**src/rtl/req_encoder16_4_if.sv**
```systemverilog
// rtl/req_encoder16_4_if.sv - request/encoded-index bundle for req_encoder16_4
//
// Purpose: groups the request inputs and the encoded-index outputs of the
// 16-to-4 request encoder.
// Signals:
//   req_in    16  request lines, a high bit sets the matching pending bit
//   clear      1  synchronous flush of all encoder state
//   enc_ack    1  consumer accepts the presented index (only while enc_valid)
//   enc_valid  1  enc_out holds a valid pending index
//   enc_out    4  encoded index of the presented request
//   pend_out  16  current pending register
//   multi      1  more than one pending bit set
//   overrun    1  sticky: a request arrived for an already-pending bit
// Modports: master = request source / consumer, slave = encoder.
interface req_encoder16_4_if;
    logic [15:0] req_in;
    logic        clear;
    logic        enc_ack;
    logic        enc_valid;
    logic [3:0]  enc_out;
    logic [15:0] pend_out;
    logic        multi;
    logic        overrun;

    modport master (
        output req_in, clear, enc_ack,
        input  enc_valid, enc_out, pend_out, multi, overrun
    );

    modport slave (
        input  req_in, clear, enc_ack,
        output enc_valid, enc_out, pend_out, multi, overrun
    );
endinterface

```
**src/rtl/req_encoder16_4.sv**
```systemverilog
// rtl/req_encoder16_4.sv - registered 16-to-4 request encoder with valid/ack handshake
//
// Purpose: accumulates 16 request lines into a sticky pending register and
// presents one pending request at a time as a 4-bit index.
// Parameters:
//   RR   0 = fixed priority (lowest index wins), 1 = round-robin
// Ports:
//   clk  rising-edge clock
//   rst  asynchronous, active-high reset
//   bus  req_encoder16_4_if.slave (req_in, clear, enc_ack in;
//        enc_valid, enc_out, pend_out, multi, overrun out)
module req_encoder16_4 #(
    parameter int RR = 0
) (
    input  logic            clk,
    input  logic            rst,
    req_encoder16_4_if.slave bus
);
    localparam logic [0:0] IDLE    = 1'b0;
    localparam logic [0:0] PRESENT = 1'b1;

    logic [0:0]  state_q, state_d;
    logic [3:0]  enc_out_q, enc_out_d;
    logic [3:0]  rr_ptr_q, rr_ptr_d;
    logic [15:0] pend_q, pend_d;
    logic        overrun_q, overrun_d;

    logic        accept;
    logic [15:0] gnt_mask;
    logic [15:0] rem;
    logic [3:0]  next_ptr;

    // First set bit of v scanning start, start+1, ... with 4-bit wrap.
    // Scanning from the farthest offset down lets the nearest hit win.
    function automatic logic [3:0] select_idx(input logic [15:0] v, input logic [3:0] start);
        logic [3:0] idx;
        logic [3:0] res;
        res = 4'd0;
        for (int i = 15; i >= 0; i--) begin
            idx = start + 4'(i);
            if (v[idx]) res = idx;
        end
        return res;
    endfunction

    always_comb begin
        accept    = (state_q == PRESENT) && bus.enc_ack;
        gnt_mask  = accept ? (16'd1 << enc_out_q) : 16'd0;
        rem       = pend_q & ~gnt_mask;
        next_ptr  = enc_out_q + 4'd1;

        state_d   = state_q;
        enc_out_d = enc_out_q;
        rr_ptr_d  = accept ? next_ptr : rr_ptr_q;
        // A request on the bit being acked re-sets it; it is not an overrun.
        pend_d    = rem | bus.req_in;
        overrun_d = overrun_q | (|(bus.req_in & rem));

        case (state_q)
            IDLE: begin
                if (pend_q != 16'd0) begin
                    state_d   = PRESENT;
                    enc_out_d = select_idx(pend_q, (RR != 0) ? rr_ptr_q : 4'd0);
                end
            end
            default: begin
                // Selection on ack uses only already-pending bits, so the
                // next index is available on the same edge with no bubble.
                if (accept) begin
                    if (rem != 16'd0) begin
                        enc_out_d = select_idx(rem, (RR != 0) ? next_ptr : 4'd0);
                    end else begin
                        state_d = IDLE;
                    end
                end
            end
        endcase

        if (bus.clear) begin
            state_d   = IDLE;
            enc_out_d = 4'd0;
            rr_ptr_d  = 4'd0;
            pend_d    = 16'd0;
            overrun_d = 1'b0;
        end
    end

    always_ff @(posedge clk or posedge rst) begin
        if (rst) begin
            state_q   <= IDLE;
            enc_out_q <= 4'd0;
            rr_ptr_q  <= 4'd0;
            pend_q    <= 16'd0;
            overrun_q <= 1'b0;
        end else begin
            state_q   <= state_d;
            enc_out_q <= enc_out_d;
            rr_ptr_q  <= rr_ptr_d;
            pend_q    <= pend_d;
            overrun_q <= overrun_d;
        end
    end

    assign bus.enc_valid = (state_q == PRESENT);
    assign bus.enc_out   = enc_out_q;
    assign bus.pend_out  = pend_q;
    // Clearing the lowest set bit leaves something only if two or more were set.
    assign bus.multi     = |(pend_q & (pend_q - 16'd1));
    assign bus.overrun   = overrun_q;
endmodule
```
**src/flat_wrapper.sv**
```systemverilog
// flat-port wrapper written by rule: the top's interface ports become plain ports
module req_encoder16_4_flat 
#(
    parameter int RR = 0
)
  (clk, rst, bus_req_in, bus_clear, bus_enc_ack, bus_enc_valid, bus_enc_out, bus_pend_out, bus_multi, bus_overrun);
  req_encoder16_4_if bus_i ();
  input  logic clk;
  input  logic rst;
  input wire logic [$bits(bus_i.req_in)-1:0] bus_req_in;
  input wire logic [$bits(bus_i.clear)-1:0] bus_clear;
  input wire logic [$bits(bus_i.enc_ack)-1:0] bus_enc_ack;
  output wire logic [$bits(bus_i.enc_valid)-1:0] bus_enc_valid;
  output wire logic [$bits(bus_i.enc_out)-1:0] bus_enc_out;
  output wire logic [$bits(bus_i.pend_out)-1:0] bus_pend_out;
  output wire logic [$bits(bus_i.multi)-1:0] bus_multi;
  output wire logic [$bits(bus_i.overrun)-1:0] bus_overrun;
  assign bus_i.req_in = bus_req_in;
  assign bus_i.clear = bus_clear;
  assign bus_i.enc_ack = bus_enc_ack;
  assign bus_enc_valid = bus_i.enc_valid;
  assign bus_enc_out = bus_i.enc_out;
  assign bus_pend_out = bus_i.pend_out;
  assign bus_multi = bus_i.multi;
  assign bus_overrun = bus_i.overrun;
  req_encoder16_4 #(.RR(RR)) u_core (.clk(clk), .rst(rst), .bus(bus_i));
endmodule
```
**config.mk**
```make
export PLATFORM = sky130hd
export DESIGN_NAME = req_encoder16_4_flat
export DESIGN_NICKNAME = d
export VERILOG_FILES = /design/src/rtl/req_encoder16_4_if.sv /design/src/rtl/req_encoder16_4.sv /design/src/flat_wrapper.sv
export SDC_FILE = /design/constraint.sdc
export NUM_CORES = 1
export LEC_CHECK = 0
export CORE_ASPECT_RATIO = 0.9
export CORE_MARGIN = 2
export CORE_UTILIZATION = 33
export CTS_CLUSTER_DIAMETER = 80
export DETAILED_ROUTE_END_ITERATION = 6
export PLACE_DENSITY = 0.68
export SYNTH_ARGS = -nofsm -noshare
export SYNTH_HDL_FRONTEND = slang
export SYNTH_SLANG_ARGS = --single-unit
```
**constraint.sdc**
```tcl
create_clock -name clk -period 2.7 [get_ports clk]
set_input_delay 0.27 -clock clk [delete_from_list [all_inputs] [get_ports clk]]
set_output_delay 0.27 -clock clk [all_outputs]
set_load 0.1 [all_outputs]
```
==> summary.txt <==
Synthesis
  – FFs w/ async S/R, synth: 1.00
  – Yosys cell types: 56
  – Post-Syn Nets: 252
  – Top cell type's share of synthesized area: 0.298
  – Register area share after synthesis: 0.298
  – Cells after Synth: 232
  – Top_reg_cell synth: dfrtp_1
  – Yosys reg bits: 22
  – Synth Warn #: 0
  – Number of synthesized flops with an enable pin: 0
  – Area contributors post-synth: dfrtp_1, nor2_1, a21oi_1, o21ai_0, a21boi_0
  – Synth Cell Area: 1850 um^2
  – Largest area contributor in the netlist: dfrtp_1
  – Synthesized area per cell: 7.96 um^2

STA
  – Period utilization: 0.919
  – Slew @ Worst Pin: 863 ps
  – Max-slew violation count: 0
  – Fmax: 0.403 GHz
  – Min Tclk post-route: 2480 ps
  – Total negative setup slack: 0 ps
  – Hold WS: 478 ps
  – Setup WS post-layout: 219 ps
  – Setup Viol. Count Final: 0
  – Skew final: 5.79 ps
  – Slew Limit Headroom: 0.424
  – Final Hold Viols: 0
  – Unrepaired setup endpoints after global routing: false

Global route
  – Remaining global-route overflow: 0
  – Pin count of the biggest net entering global routing: 23
  – First-pass GRT wire length: 9890 um
  – Vias in the first global route: 1932
  – Initial antenna violation count: 0
  – GRT Util Overall: 0.200

Layout
  – Area growth syn-to-layout: 30.2%
  – Most frequent cells in the layout: nor2_1, buf_4, clkdlybuf4s50_1, a21oi_1, o21ai_0
  – Share of cells above drive strength 1: 0.245
  – Register Area: 588 um^2
  – Fill count: 558
  – Most common cell after layout, fill and taps aside: nor2_1
  – # diodes: 0
  – Footprint of the multi-input gates: 1180 um^2
  – Post-layout util: 0.452
  – Fin nets: 290

Place
  – I/O Buffers: 42
  – Dpl ws: 250 ps
  – RD Place Congestion: 0.967
  – Post-DP HPWL: 4610 um

Pwr
  – Combinational share of power: 0.400
  – Clock power frac: 0.255
  – Sequential power share: 0.345
  – Static Leak: 0.932 nW
  – PD cells: 515 nW/um^2
  – Switching power total: 521 uW
  – Maximum vdd drop: 0.191 mV
  – Int Power: 718 uW
  – Sw Share: 0.421

Hold path
  – Worst min-delay path category: input pin to async pin

Drt
  – Routed vias/inst: 6.11
  – Initial DRC Count: 297
  – DR DRC count: 0
  – Post-route ant nets: 0
  – Routed WL per cell: 18.2 um
  – Vias: 2054
  – DRT Pass-1 Iters: 5
  – Final WL: 6130 um

Setup path
  – Worst R2R Setup Slack: 440 ps
  – Crit path buffers/inverters: 1
  – Worst setup path category: flip-flop to output port
  – Crit end category: output port
  – Worst reg2reg endpoint: u_core.bus.enc_out[1]$_DFFE_PP0P_
  – R2r startpoint: u_core.bus.pend_out[3]$_DFF_PP0_
  – Worst EP arrival: 2210 ps
  – CP delay by family, top: simple AND/OR/NAND/NOR gates
  – Max FO, Critical Path: 10
  – CP Data Required Time: 2430 ps
  – Worst Setup Start Kind: flip-flop
  – Crit path from: u_core.bus.pend_out[3]$_DFF_PP0_
  – Worst R2R Path Depth: 6
  – Critical-path top delay cell: dfrtp_4
  – CP peak stage delay: 540 ps
  – Crit path cell chain: nor2_1 -> nand2_1 -> or3_1 -> a21boi_0 -> o22ai_1 -> o211ai_1 -> buf_12

Run status
  – Status: finished clean

Die
  – # IOs: 43
  – Row Count: 25
  – Die width: 82.9 um
  – Die H: 75.0 um
  – Initial Util: 0.347
  – Core Region: 5320 um^2
  – Die ar.: 6210 um^2

Clock tree
  – H-tree lvl count: 1
  – PostCTS Resize Cnt: 0
  – Inserted Clock Buffers: 3
  – Clk Latency, worst-skew pair: 270 ps
  – Hold Buf Count CTS: 0
  – CTS tree: yes
  – Setup bufs post-CTS: 0
  – Clk sinks: 22
  – Clock Tree Buf Depth: 2
  – Clock slew at reported path FFs: 90 ps
  – Root Driver: clkbuf_8

Run
  – Max-cap violations: 0
-- power by group through the flow --
stage          sequential [mW]  combinational (mW)  clock, mW
2_1_floorplan            0.570               0.222          0
3_3_place_gp             0.431               0.488          0
3_5_place_dp             0.431               0.491          0
4_1_cts                  0.425               0.493      0.322
5_1_grt                  0.433               0.524      0.334
6_report                 0.427               0.495      0.316
-- state kept, by name, indices dropped and copies added, names as in the netlist --
signal,flops
u_core.bus.enc_out,4
u_core.bus.overrun,1
u_core.bus.enc_valid,1
u_core.bus.pend_out,16
-- layout make-up --
class | instances | area share
multi-input cells | 181 | 0.491
clock buffers | 3 | 0.0172
repair buffers | 50 | 0.181
well taps | 67 | 0.0349
clock inverters | 1 | 0.0125
inverters | 12 | 0.0187
flip-flops and latches | 22 | 0.245
-- metrics by stage --
stage          power, mW  area [um^2]  cells
2_1_floorplan      0.792         1940    232
3_3_place_gp       0.919         2330    332
6_report            1.24         2400    336
4_1_cts             1.24         2400    336
5_1_grt             1.29         2400    336
3_5_place_dp       0.922         2330    332
-- worst max path at each step --
stage | to | slack [ps] | cells after the start
after detailed placement | u_core.bus.enc_out[0]$_DFFE_PP0P_ | 250 | 7
final | bus_multi | 220 | 7
after global placement | u_core.bus.enc_out[1]$_DFFE_PP0P_ | 300 | 7
after CTS | bus_multi | 230 | 7
after global routing | bus_multi | 130 | 7
after floorplan | bus_multi | -240 | 7
-- cell usage after synthesis (2+ instances only) --
master and number:
nor2_1 35, dfrtp_1 22, a21oi_1 15, o21ai_0 14
nand2_1 12, inv_1 11, clkbuf_1 10, nor3_1 8
a21boi_0 7, buf_2 6, nand3_1 6, o31ai_1 6
mux2i_1 5, o211ai_1 5, a211oi_1 4, a31oi_1 4
nand2b_1 4, o21a_1 4, a31o_2 3, maj3_1 3
nand3b_1 3, or3_1 3, a22oi_1 2, a311oi_1 2
a32o_1 2, and4b_1 2, mux2_2 2, nand4b_1 2
nor4_1 2, o22ai_1 2
-- cells by family (layout without fill, tap and decap cells) --
logic type                 count (synthesis)  in the layout  share of synthesized area
adders and majority gates                  3              3                     0.0163
muxes                                      8              8                     0.0474
and+or+nand+nor                           86             86                      0.249
DFF                                       22             22                      0.298
AOI/OAI and AO/OA                         84             84                      0.323
buffers and inverters                     29             66                     0.0671
-- worst register-to-register path, cell delays in order (launching register included) --
cell and delay (ps):
dfrtp_4 540, nor4_1 420, nand2_1 160, o41ai_1 550
o21ba_2 260, nand3b_1 180, o41ai_2 60
-- metal layers --
layer,vias up,share of wire,track usage
met5,-,0,0
met3,24,0.076,0.0296
met2,119,0.44,0.323
met1,969,0.46,0.280
li1,942,-,-
met4,0,0.027,0.0638
Note: power is estimated with default switching activity, not from simulation.
